<file path="config.mk">
export PLATFORM = sky130hd
export DESIGN_NAME = effect_scheduler
export DESIGN_NICKNAME = d
export VERILOG_FILES = /design/src/rtl/effect_scheduler.sv
export SDC_FILE = /design/constraint.sdc
export NUM_CORES = 1
export LEC_CHECK = 0
export CORE_MARGIN = 5
export CORE_UTILIZATION = 45
export DETAILED_ROUTE_END_ITERATION = 6
export PLACE_DENSITY = 0.65
export SYNTH_ARGS = -nofsm -noshare
export SYNTH_HDL_FRONTEND = slang
export SYNTH_SLANG_ARGS = --single-unit
</file>
<file path="constraint.sdc">
create_clock -name clk -period 8.2 [get_ports clk]
set_clock_uncertainty 0.15 [all_clocks]
set_input_delay 2.05 -clock clk [delete_from_list [all_inputs] [get_ports clk]]
set_output_delay 2.05 -clock clk [all_outputs]
set_load 0.1 [all_outputs]
</file>
<file path="src/rtl/effect_scheduler.sv">
// Effect/speed controller for the 7-digit display effects: button handling, auto-cycle dwell
// and a blanking gap between effects. Optional button debounce filter via `define DEBOUNCE_EN.
module effect_scheduler #(
    parameter int NUM_EFFECTS     = 4,
    parameter int DWELL_CYCLES    = 500000000,
    parameter int BLANK_CYCLES    = 25000000,
    parameter int DEBOUNCE_CYCLES = 1000000
) (
    input  logic       clk,
    input  logic       rst,
    input  logic       btn_mode,
    input  logic       btn_speed,
    input  logic       btn_auto,
    output logic [2:0] enable,
    output logic [1:0] frequency,
    output logic       auto_mode,
    output logic       blanking
);

    localparam int DW = (DWELL_CYCLES > 1) ? $clog2(DWELL_CYCLES) : 1;
    localparam int BW = (BLANK_CYCLES > 1) ? $clog2(BLANK_CYCLES) : 1;
    localparam logic [DW-1:0] DWELL_LAST = DW'(DWELL_CYCLES - 1);
    localparam logic [BW-1:0] BLANK_LAST = BW'(BLANK_CYCLES - 1);
    localparam logic [2:0]    LAST_IDX   = 3'(NUM_EFFECTS - 1);

    // Button vectors are ordered {auto, speed, mode}.
    logic [2:0] sync1, sync2, lvl, lvl_d, press;

    always_ff @(posedge clk or posedge rst) begin
        if (rst) begin
            sync1 <= '0;
            sync2 <= '0;
            lvl_d <= '0;
        end else begin
            sync1 <= {btn_auto, btn_speed, btn_mode};
            sync2 <= sync1;
            lvl_d <= lvl;
        end
    end

`ifdef DEBOUNCE_EN
    localparam int KW = (DEBOUNCE_CYCLES > 1) ? $clog2(DEBOUNCE_CYCLES) : 1;
    localparam logic [KW-1:0] DEB_LAST = KW'(DEBOUNCE_CYCLES - 1);
    logic [2:0]    filt;
    logic [KW-1:0] deb_cnt [3];

    // Filtered level follows the synchronized level only after it has disagreed for
    // DEBOUNCE_CYCLES consecutive cycles; any agreement restarts the count.
    always_ff @(posedge clk or posedge rst) begin
        if (rst) begin
            filt <= '0;
            for (int i = 0; i < 3; i++) deb_cnt[i] <= '0;
        end else begin
            for (int i = 0; i < 3; i++) begin
                if (sync2[i] == filt[i]) begin
                    deb_cnt[i] <= '0;
                end else if (deb_cnt[i] == DEB_LAST) begin
                    filt[i]    <= sync2[i];
                    deb_cnt[i] <= '0;
                end else begin
                    deb_cnt[i] <= deb_cnt[i] + 1'b1;
                end
            end
        end
    end
    assign lvl = filt;
`else
    assign lvl = sync2;
`endif

    assign press = lvl & ~lvl_d;

    // blanking is the externally visible copy of the BLANK state.
    typedef enum logic {RUN, BLANK} state_t;
    state_t          state, state_n;
    logic [2:0]      idx, idx_n, enable_n;
    logic [1:0]      frequency_n;
    logic            auto_mode_n, blanking_n, advance;
    logic [DW-1:0]   dwell, dwell_n;
    logic [BW-1:0]   blank_cnt, blank_cnt_n;

    always_ff @(posedge clk or posedge rst) begin
        if (rst) begin
            state     <= RUN;
            idx       <= '0;
            enable    <= 3'b000;
            frequency <= 2'b01;
            auto_mode <= 1'b0;
            blanking  <= 1'b0;
            dwell     <= '0;
            blank_cnt <= '0;
        end else begin
            state     <= state_n;
            idx       <= idx_n;
            enable    <= enable_n;
            frequency <= frequency_n;
            auto_mode <= auto_mode_n;
            blanking  <= blanking_n;
            dwell     <= dwell_n;
            blank_cnt <= blank_cnt_n;
        end
    end

    always_comb begin
        state_n     = state;
        idx_n       = idx;
        enable_n    = enable;
        frequency_n = frequency;
        auto_mode_n = auto_mode;
        blanking_n  = blanking;
        dwell_n     = dwell;
        blank_cnt_n = blank_cnt;
        advance     = 1'b0;

        if (press[1]) frequency_n = frequency + 2'd1;
        if (press[2]) auto_mode_n = ~auto_mode;

        case (state)
            RUN: begin
                advance = press[0] | (auto_mode && (dwell == DWELL_LAST));
                dwell_n = auto_mode ? dwell + 1'b1 : '0;
                if (advance) begin
                    idx_n       = (idx == LAST_IDX) ? 3'd0 : idx + 3'd1;
                    enable_n    = 3'b111;
                    blanking_n  = 1'b1;
                    blank_cnt_n = '0;
                    dwell_n     = '0;
                    state_n     = BLANK;
                end
            end
            BLANK: begin
                if (blank_cnt == BLANK_LAST) begin
                    enable_n   = idx;
                    blanking_n = 1'b0;
                    state_n    = RUN;
                end else begin
                    blank_cnt_n = blank_cnt + 1'b1;
                end
            end
            default: state_n = RUN;
        endcase

        // An auto toggle always restarts the dwell period.
        if (press[2]) dwell_n = '0;
    end

endmodule

</file>
# Word level (Yosys, flattened, before mapping)
# Cells that the tools add are included.
# W data, S select, Z words.
# word_totals
out_inout_bits	7
input_bits	5
elab_cells	48
reg_bits	74
# op_classes
n_addsub	4
n_mux	17
bitwise_logic	5
n_reduce_logical	4
n_eq_ne	7
# ops
op	n
$mux W29	4
$mux W25	2
$pmux W25 S2	1
$add A29 B1 Y29 const B	1
$eq A29 B29 Y1 const B	1
$add A25 B1 Y25 const B	1
$eq A25 B25 Y1 const B	1
$mux W3	3
$ne A2 B2 Y1 const B	3
$pmux W3 S2	1
$reduce_and A2 Y1	3
$mux W1	4
$pmux W1 S2	2
$add A3 B1 Y3 const B	1
$and A3 B3 Y3	1
$eq A3 B2 Y1 const B	1
$not A3 Y3	1
$add A2 B1 Y2 const B	1
$ne A2 B1 Y1 const B	1
$not A1 Y1	2
$logic_and A1 B1 Y1	1
$or A1 B1 Y1	1

# Longest topological paths before layout
# Gate-level depths: netlist of run 1.
# depth
ltp_word	6
ltp_mapped	8
ltp_nobuf	7

# Least setup slack after synthesis of run 1
# No wires, ideal clock.
# synth_timing
path_type	flip-flop to output port
startpoint	register frequency[1]
endpoint	output frequency[1]
n_path_buf	0
required_time_ps	6000
path_slack_ps	5089
t_arrival_ps	911
stages_incl_launch_ff	1
path_cell_list	dfrtp_1
# synth_lines
element	line	source
from (decl)	15	output logic [1:0] frequency,
from (signal assigned)	96	frequency <= frequency_n;
# No word-level cell between the ends.

# Worst setup path after layout of run 1
# layout_timing
startpoint	register auto_mode
endpoint	output auto_mode
# layout_lines
element	line	source
from (decl)	16	output logic auto_mode,
from (signal assigned)	97	auto_mode <= auto_mode_n;
# No word-level cell between the ends.

==> results of run 1 <==
state kept, by name (all words and copies together), names as in the netlist:
name and cells:
lvl_d 3, dwell 29, auto_mode 1, frequency 2, lvl 3, idx 3, state 1, enable 3
blanking 1, sync1 3, blank_cnt 25
worst max path at each step:
stage	start	slack, ps	to
6_report	auto_mode$_DFFE_PP0P_	3850	auto_mode
5_1_grt	auto_mode$_DFFE_PP0P_	3790	auto_mode
4_1_cts	auto_mode$_DFFE_PP0P_	3840	auto_mode
3_5_place_dp	auto_mode$_DFFE_PP0P_	4230	auto_mode
3_3_place_gp	auto_mode$_DFFE_PP0P_	4250	auto_mode
2_1_floorplan	rst	4120	auto_mode$_DFFE_PP0P_
per-layer routing:
metal,GRT usage,routed length [µm]
met3,0.02662,177
met1,0.2332,3817
met2,0.2394,3476
met4,0.05550,63
met5,0,0
synthesized netlist by cell type, types with 3 or more instances:
| master | number | area share |
|---|---|---|
| ha_1 | 3 | 0.0098 |
| nor4_4 | 3 | 0.017 |
| xnor2_1 | 10 | 0.023 |
| a211oi_1 | 3 | 0.0059 |
| clkbuf_1 | 9 | 0.0088 |
| nor4_2 | 3 | 0.0098 |
| nand4_1 | 16 | 0.026 |
| nand2_1 | 41 | 0.040 |
| and4_1 | 4 | 0.0092 |
| or3_1 | 3 | 0.0049 |
| a211o_1 | 3 | 0.0069 |
| nor3_1 | 4 | 0.0052 |
| o21ai_0 | 15 | 0.020 |
| nor4_1 | 3 | 0.0049 |
| mux2_2 | 4 | 0.012 |
| and3_1 | 10 | 0.016 |
| inv_1 | 12 | 0.012 |
| nor2_1 | 38 | 0.037 |
| o31a_1 | 3 | 0.0069 |
| a21oi_1 | 4 | 0.0052 |
| buf_2 | 4 | 0.0052 |
| a21o_1 | 3 | 0.0059 |
| dfrtp_1 | 73 | 0.48 |
| nand4b_1 | 6 | 0.014 |
| xor2_1 | 25 | 0.057 |
| nand3_1 | 22 | 0.029 |
| a31oi_1 | 13 | 0.021 |
metrics by stage:
step / setup slack, ps / area [µm²]
3_5_place_dp: 4228 / 4016
4_1_cts: 3838 / 4249
3_3_place_gp: 4247 / 4016
6_report: 3846 / 4249
5_1_grt: 3792 / 4249
2_1_floorplan: 4120 / 3822
cell families (layout without fill, tap and decap cells):
family | after synthesis | in the layout | synth area share
compound gates | 64 | 64 | 0.1267
xor+xnor | 35 | 35 | 0.08020
fa+ha+maj | 3 | 3 | 0.009821
buf+inv | 28 | 42 | 0.03011
flops | 74 | 74 | 0.4848
mux | 6 | 6 | 0.01702
simple gates | 171 | 171 | 0.2514
layout make-up:
cell class / count / area [µm²] / share of cell area
Multi-Input combinational cell: 279 / 1854 / 0.4364
Sequential cell: 74 / 1853 / 0.4361
Clock buffer: 10 / 137.6 / 0.03239
Timing Repair Buffer: 14 / 132.6 / 0.03121
Tap cell: 105 / 131.4 / 0.03092
Clock inverter: 6 / 95.09 / 0.02238
Inverter: 12 / 45.04 / 0.01060
power by group:
group	internal, W	switching (W)
clock	0.000183	0.000144
combinational	0.0000574	0.000130
sequential	0.000399	0.0000421
total	0.000639	0.000315
==> out/summary.txt, run 1 <==
RSZ-0062 raised after global routing = false
Port Buffers = 11
Crit path required time = 6000 ps
Die Span X = 102.2 µm
Post-Layout Cell Count = 500
WP data arrival = 2150 ps
Setup Crit Path Kind = reg -> out
PD cells = 224.5 nW/µm²
Worst min path class = reg -> reg
Vias in the first global route = 2727
Seq cells post-synth = 74
Fmax = 229.7 MHz
Post-Place Cells = 484
Tmin final = 4354 ps
Max_cap viols = 0
Min-Delay Path Depth = 0
DRC = 0
Ratio of cells with drive above 1 in the final layout = 0.1038
Critical path's top delay family = buffers and inverters
WP buf/inv = 1
Full die area = 10440 µm²
Sequential area share after synthesis = 0.4848
Hold_ws = 203.9 ps
Clock Tree Root = clkbuf_8
Max-slew headroom = 0.3308
Fin. Hold Viols = 0
Mean Syn Cell Area = 10.03 µm²
Drt pass-1 iters = 4
Syn. warnings = 0
Critical R2R Launch = dwell[0]$_DFFE_PP0P_
Post-DRT Antenna Nets = 0
Type of origin of the critical path = flip-flop
IR drop worst, VDD = 0.0001112 V
RR Endpoint = blank_cnt[21]$_DFFE_PP0P_
DP HPWL = 4980 µm
Cell variety after synth = 62
CTS tree = built
Hold endpoint = lvl[1]$_DFF_PP0_
Leakage power = 1.812 nW
Core ar. = 8258 µm²
Die Ht = 102.2 µm
Min-delay src = sync1[1]$_DFF_PP0_
Routability cong. = 0.8230
Status = finished clean
CTS max path bufs = 2
Post-Synthesis Cells = 381
Async S/R FF share, synth = 1.000
Fill cells = 747
Worst slew pin tran = 1002 ps
CP max stage delay = 1220 ps
Top FF cell, synth = dfrtp_1
Nets = 398
Slew Viols, Final = 0
Post CTS Setup Buffer Count = 0
GRT Resource Usage Total = 0.1592
Worst-skew pair later-pin latency = 350 ps
Tot Pwr = 0.0009540 W
Top Ports = 12
H-tree depth = 3
Clock sink total = 74
Initial Utilization = 0.4629
Crit path max-delay cell type = clkdlybuf4s50_1
Routed via count = 2834
Post-Syn Area = 3822 µm²
Commonest non-fill, non-tap cell in the layout = dfrtp_1
First-pass GRT wire length = 13280 µm
CP Cell Sequence = clkdlybuf4s50_1
CTS clk-pin slew, worst paths = 90 ps
Cell count along the critical path = 1
Post-CTS Hold Buffers = 0
CP max FO = 10
Final setup violation count = 0
Detailed Route WL = 7534 µm
Syn nets = 389
Initial antenna violation count = 0
Total CTS buffers = 9
Synth-to-layout area growth = 11.16%
Largest net degree at the start of global routing = 75
GR Overflow Total = 0
Most frequent cells in the layout = dfrtp_1, nand2_1, nor2_1
Total negative slack = 0 ps
Period utilization = 0.5309
Routed WL per cell = 15.07 µm
FF-to-FF setup slack = 5570 ps
DRT iter0 DRCs = 123
Antenna Cells = 0
Worst Reg2Reg Path Length in Cells = 7
EDFF count, synth = 0
Fin util = 0.5145
Drt via density = 5.668
Cts repair resizes = 0
Site Rows = 33
Critical path capture point type = output port
Power figures use the tool's default switching activity.
==> inputs of run 2 (changes only) <==
- PLACE_DENSITY: 0.65 -> 0.68
- clock period: 8.2 -> 3.9 ns (I/O delays scaled with it)
==> run 2 against run 1 <==
Effect of this change:
- clock power is 67% higher
- sequential share of layout area increased by 0.49 points
- highest routed layer unchanged
- critical path depth stayed put
- first-iteration DRC count rose by 0.81%
- largest cell class unchanged
- cell area is 1.1% lower
==> out/summary.txt, run 2 (same netlist as run 1, synthesis figures left out) <==
Status = finished clean
Site Rows = 33 (unchanged)
Total negative slack = 0 ps (unchanged)
Tmin final = 2976 ps
Worst slew pin tran = 974.4 ps (-27.44 ps)
Initial Utilization = 0.4629 (unchanged)
Total CTS buffers = 9 (unchanged)
Worst min path class = reg -> reg
Top Ports = 12 (unchanged)
Core ar. = 8258 µm² (unchanged)
CTS max path bufs = 2 (unchanged)
Largest net degree at the start of global routing = 48 (-36%)
Commonest non-fill, non-tap cell in the layout = dfrtp_1
Clock sink total = 74 (unchanged)
Max-slew headroom = 0.3483 (+0.01755)
Fmax = 336.0 MHz
Critical path capture point type = output port
Crit path max-delay cell type = clkdlybuf4s50_1
Post CTS Setup Buffer Count = 0 (unchanged)
Post-Layout Cell Count = 500 (unchanged)
Drt pass-1 iters = 4 (unchanged)
Tot Pwr = 0.001861 W (+95%)
Post-DRT Antenna Nets = 0 (unchanged)
Vias in the first global route = 2666 (-2.2%)
M1 GR Usage = 0.2355 (+0.002312)
Critical path's top delay family = buffers and inverters
Period utilization = 0.7632
Detailed Route WL = 7523 µm (-0.15%)
Synth-to-layout area growth = 9.918%
WP data arrival = 1850 ps (-300 ps)
Routed WL per cell = 15.05 µm (-0.15%)
Regs by FF count = dwell: 29 flops, blank_cnt: 25 flops
GRT met3 Usage = 0.02935 (+0.002730)
Most frequent cells in the layout = dfrtp_1, nand2_1, nor2_1
Post-CTS Hold Buffers = 0 (unchanged)
Crit path required time = 2770 ps (-3230 ps)
Type of origin of the critical path = flip-flop
DRC = 0 (unchanged)
Setup Crit Path Kind = reg -> out
Grt peak-use layer = met1
CTS tree = built
Routed via count = 2786 (-1.7%)
Die Span X = 102.2 µm (unchanged)
Nets = 398 (unchanged)
Cts repair resizes = 0 (unchanged)
Fill cells = 750 (+0.40%)
Fin. Hold Viols = 0 (unchanged)
RSZ-0062 raised after global routing = false
DRT iter0 DRCs = 124 (+0.81%)
Drt via density = 5.572 (-1.7%)
CTS clk-pin slew, worst paths = 80 ps (about the same)
CP Cell Sequence = clkdlybuf4s50_1
GR Overflow Total = 0 (unchanged)
Reg with most FFs = dwell
Initial antenna violation count = 0 (unchanged)
First-pass GRT wire length = 13270 µm (about the same)
DP HPWL = 4995 µm (+0.30%)
Post-Place Cells = 484 (unchanged)
IR drop worst, VDD = 0.0002186 V (+97%)
CP max FO = 2 (-8)
Clock Tree Root = clkbuf_8
Max reg flops = 29 (unchanged)
Leakage power = 1.794 nW (-1.0%)
GRT Resource Usage Total = 0.1604 (+0.001225)
Worst-skew pair later-pin latency = 340 ps (about the same)
H-tree depth = 3 (unchanged)
Routability cong. = 0.7918 (-3.8%)
Max_cap viols = 0 (unchanged)
Antenna Cells = 0 (unchanged)
Slew Viols, Final = 0 (unchanged)
Final setup violation count = 0 (unchanged)
WP buf/inv = 1 (unchanged)
PD cells = 442.8 nW/µm² (+97%)
Full die area = 10440 µm² (unchanged)
Ratio of cells with drive above 1 in the final layout = 0.1089 (+0.005063)
Port Buffers = 11 (unchanged)
CP max stage delay = 1140 ps (-80 ps)
Die Ht = 102.2 µm (unchanged)
GR Util met2 = 0.2334 (-0.005997)
## run 2: through the flow
stage          hold slack, ps  instance area [µm²]    util  setup WS, ps
6_report                202.6                 4202  0.5088         923.7
3_3_place_gp            184.4                 4024  0.4873          1303
5_1_grt                 221.5                 4202  0.5088         865.0
4_1_cts                 203.7                 4202  0.5088         905.1
3_5_place_dp            185.5                 4024  0.4873          1295
2_1_floorplan           181.2                 3822       -         895.0
## run 2: layout make-up
type                            instances  area, µm²  area share
Multi-Input combinational cell        279       1854      0.4413
Clock inverter                          6      40.04    0.009529
Tap cell                              105      131.4     0.03127
Inverter                               12      45.04     0.01072
Clock buffer                           10      137.6     0.03276
Timing Repair Buffer                   14      140.1     0.03335
Sequential cell                        74       1853      0.4410
## run 2: report_power, final
| group | switching [W] | leakage (nW) | internal, W |
|---|---|---|---|
| combinational | 0.000269 | 0.733 | 0.000118 |
| sequential | 0.0000908 | 0.968 | 0.000838 |
| clock | 0.000297 | 0.0924 | 0.000248 |
| total | 0.000656 | 1.79 | 0.00120 |
## run 2: final timing paths
check,startpoint,end,slack [ps],depth (start not counted)
min in group asynchronous,rst,dwell[27]$_DFFE_PP0P_,880,2
setup reg to reg,auto_mode$_DFFE_PP0P_,blank_cnt[21]$_DFFE_PP0P_,1280,6
setup / recovery,blanking$_DFFE_PP0P_,blanking,920,1
hold / removal,sync1[0]$_DFF_PP0_,lvl[0]$_DFF_PP0_,200,0
hold reg to reg,sync1[0]$_DFF_PP0_,lvl[0]$_DFF_PP0_,200,0
max in group asynchronous,rst,dwell[4]$_DFFE_PP0P_,2080,3
## run 2: per-layer routing
metal / vias to the layer above / routed length [µm]
met5: - / 0
met4: 0 / 161
met3: 12 / 246
met2: 49 / 3261
met1: 1324 / 3855
li1: 1401 / -
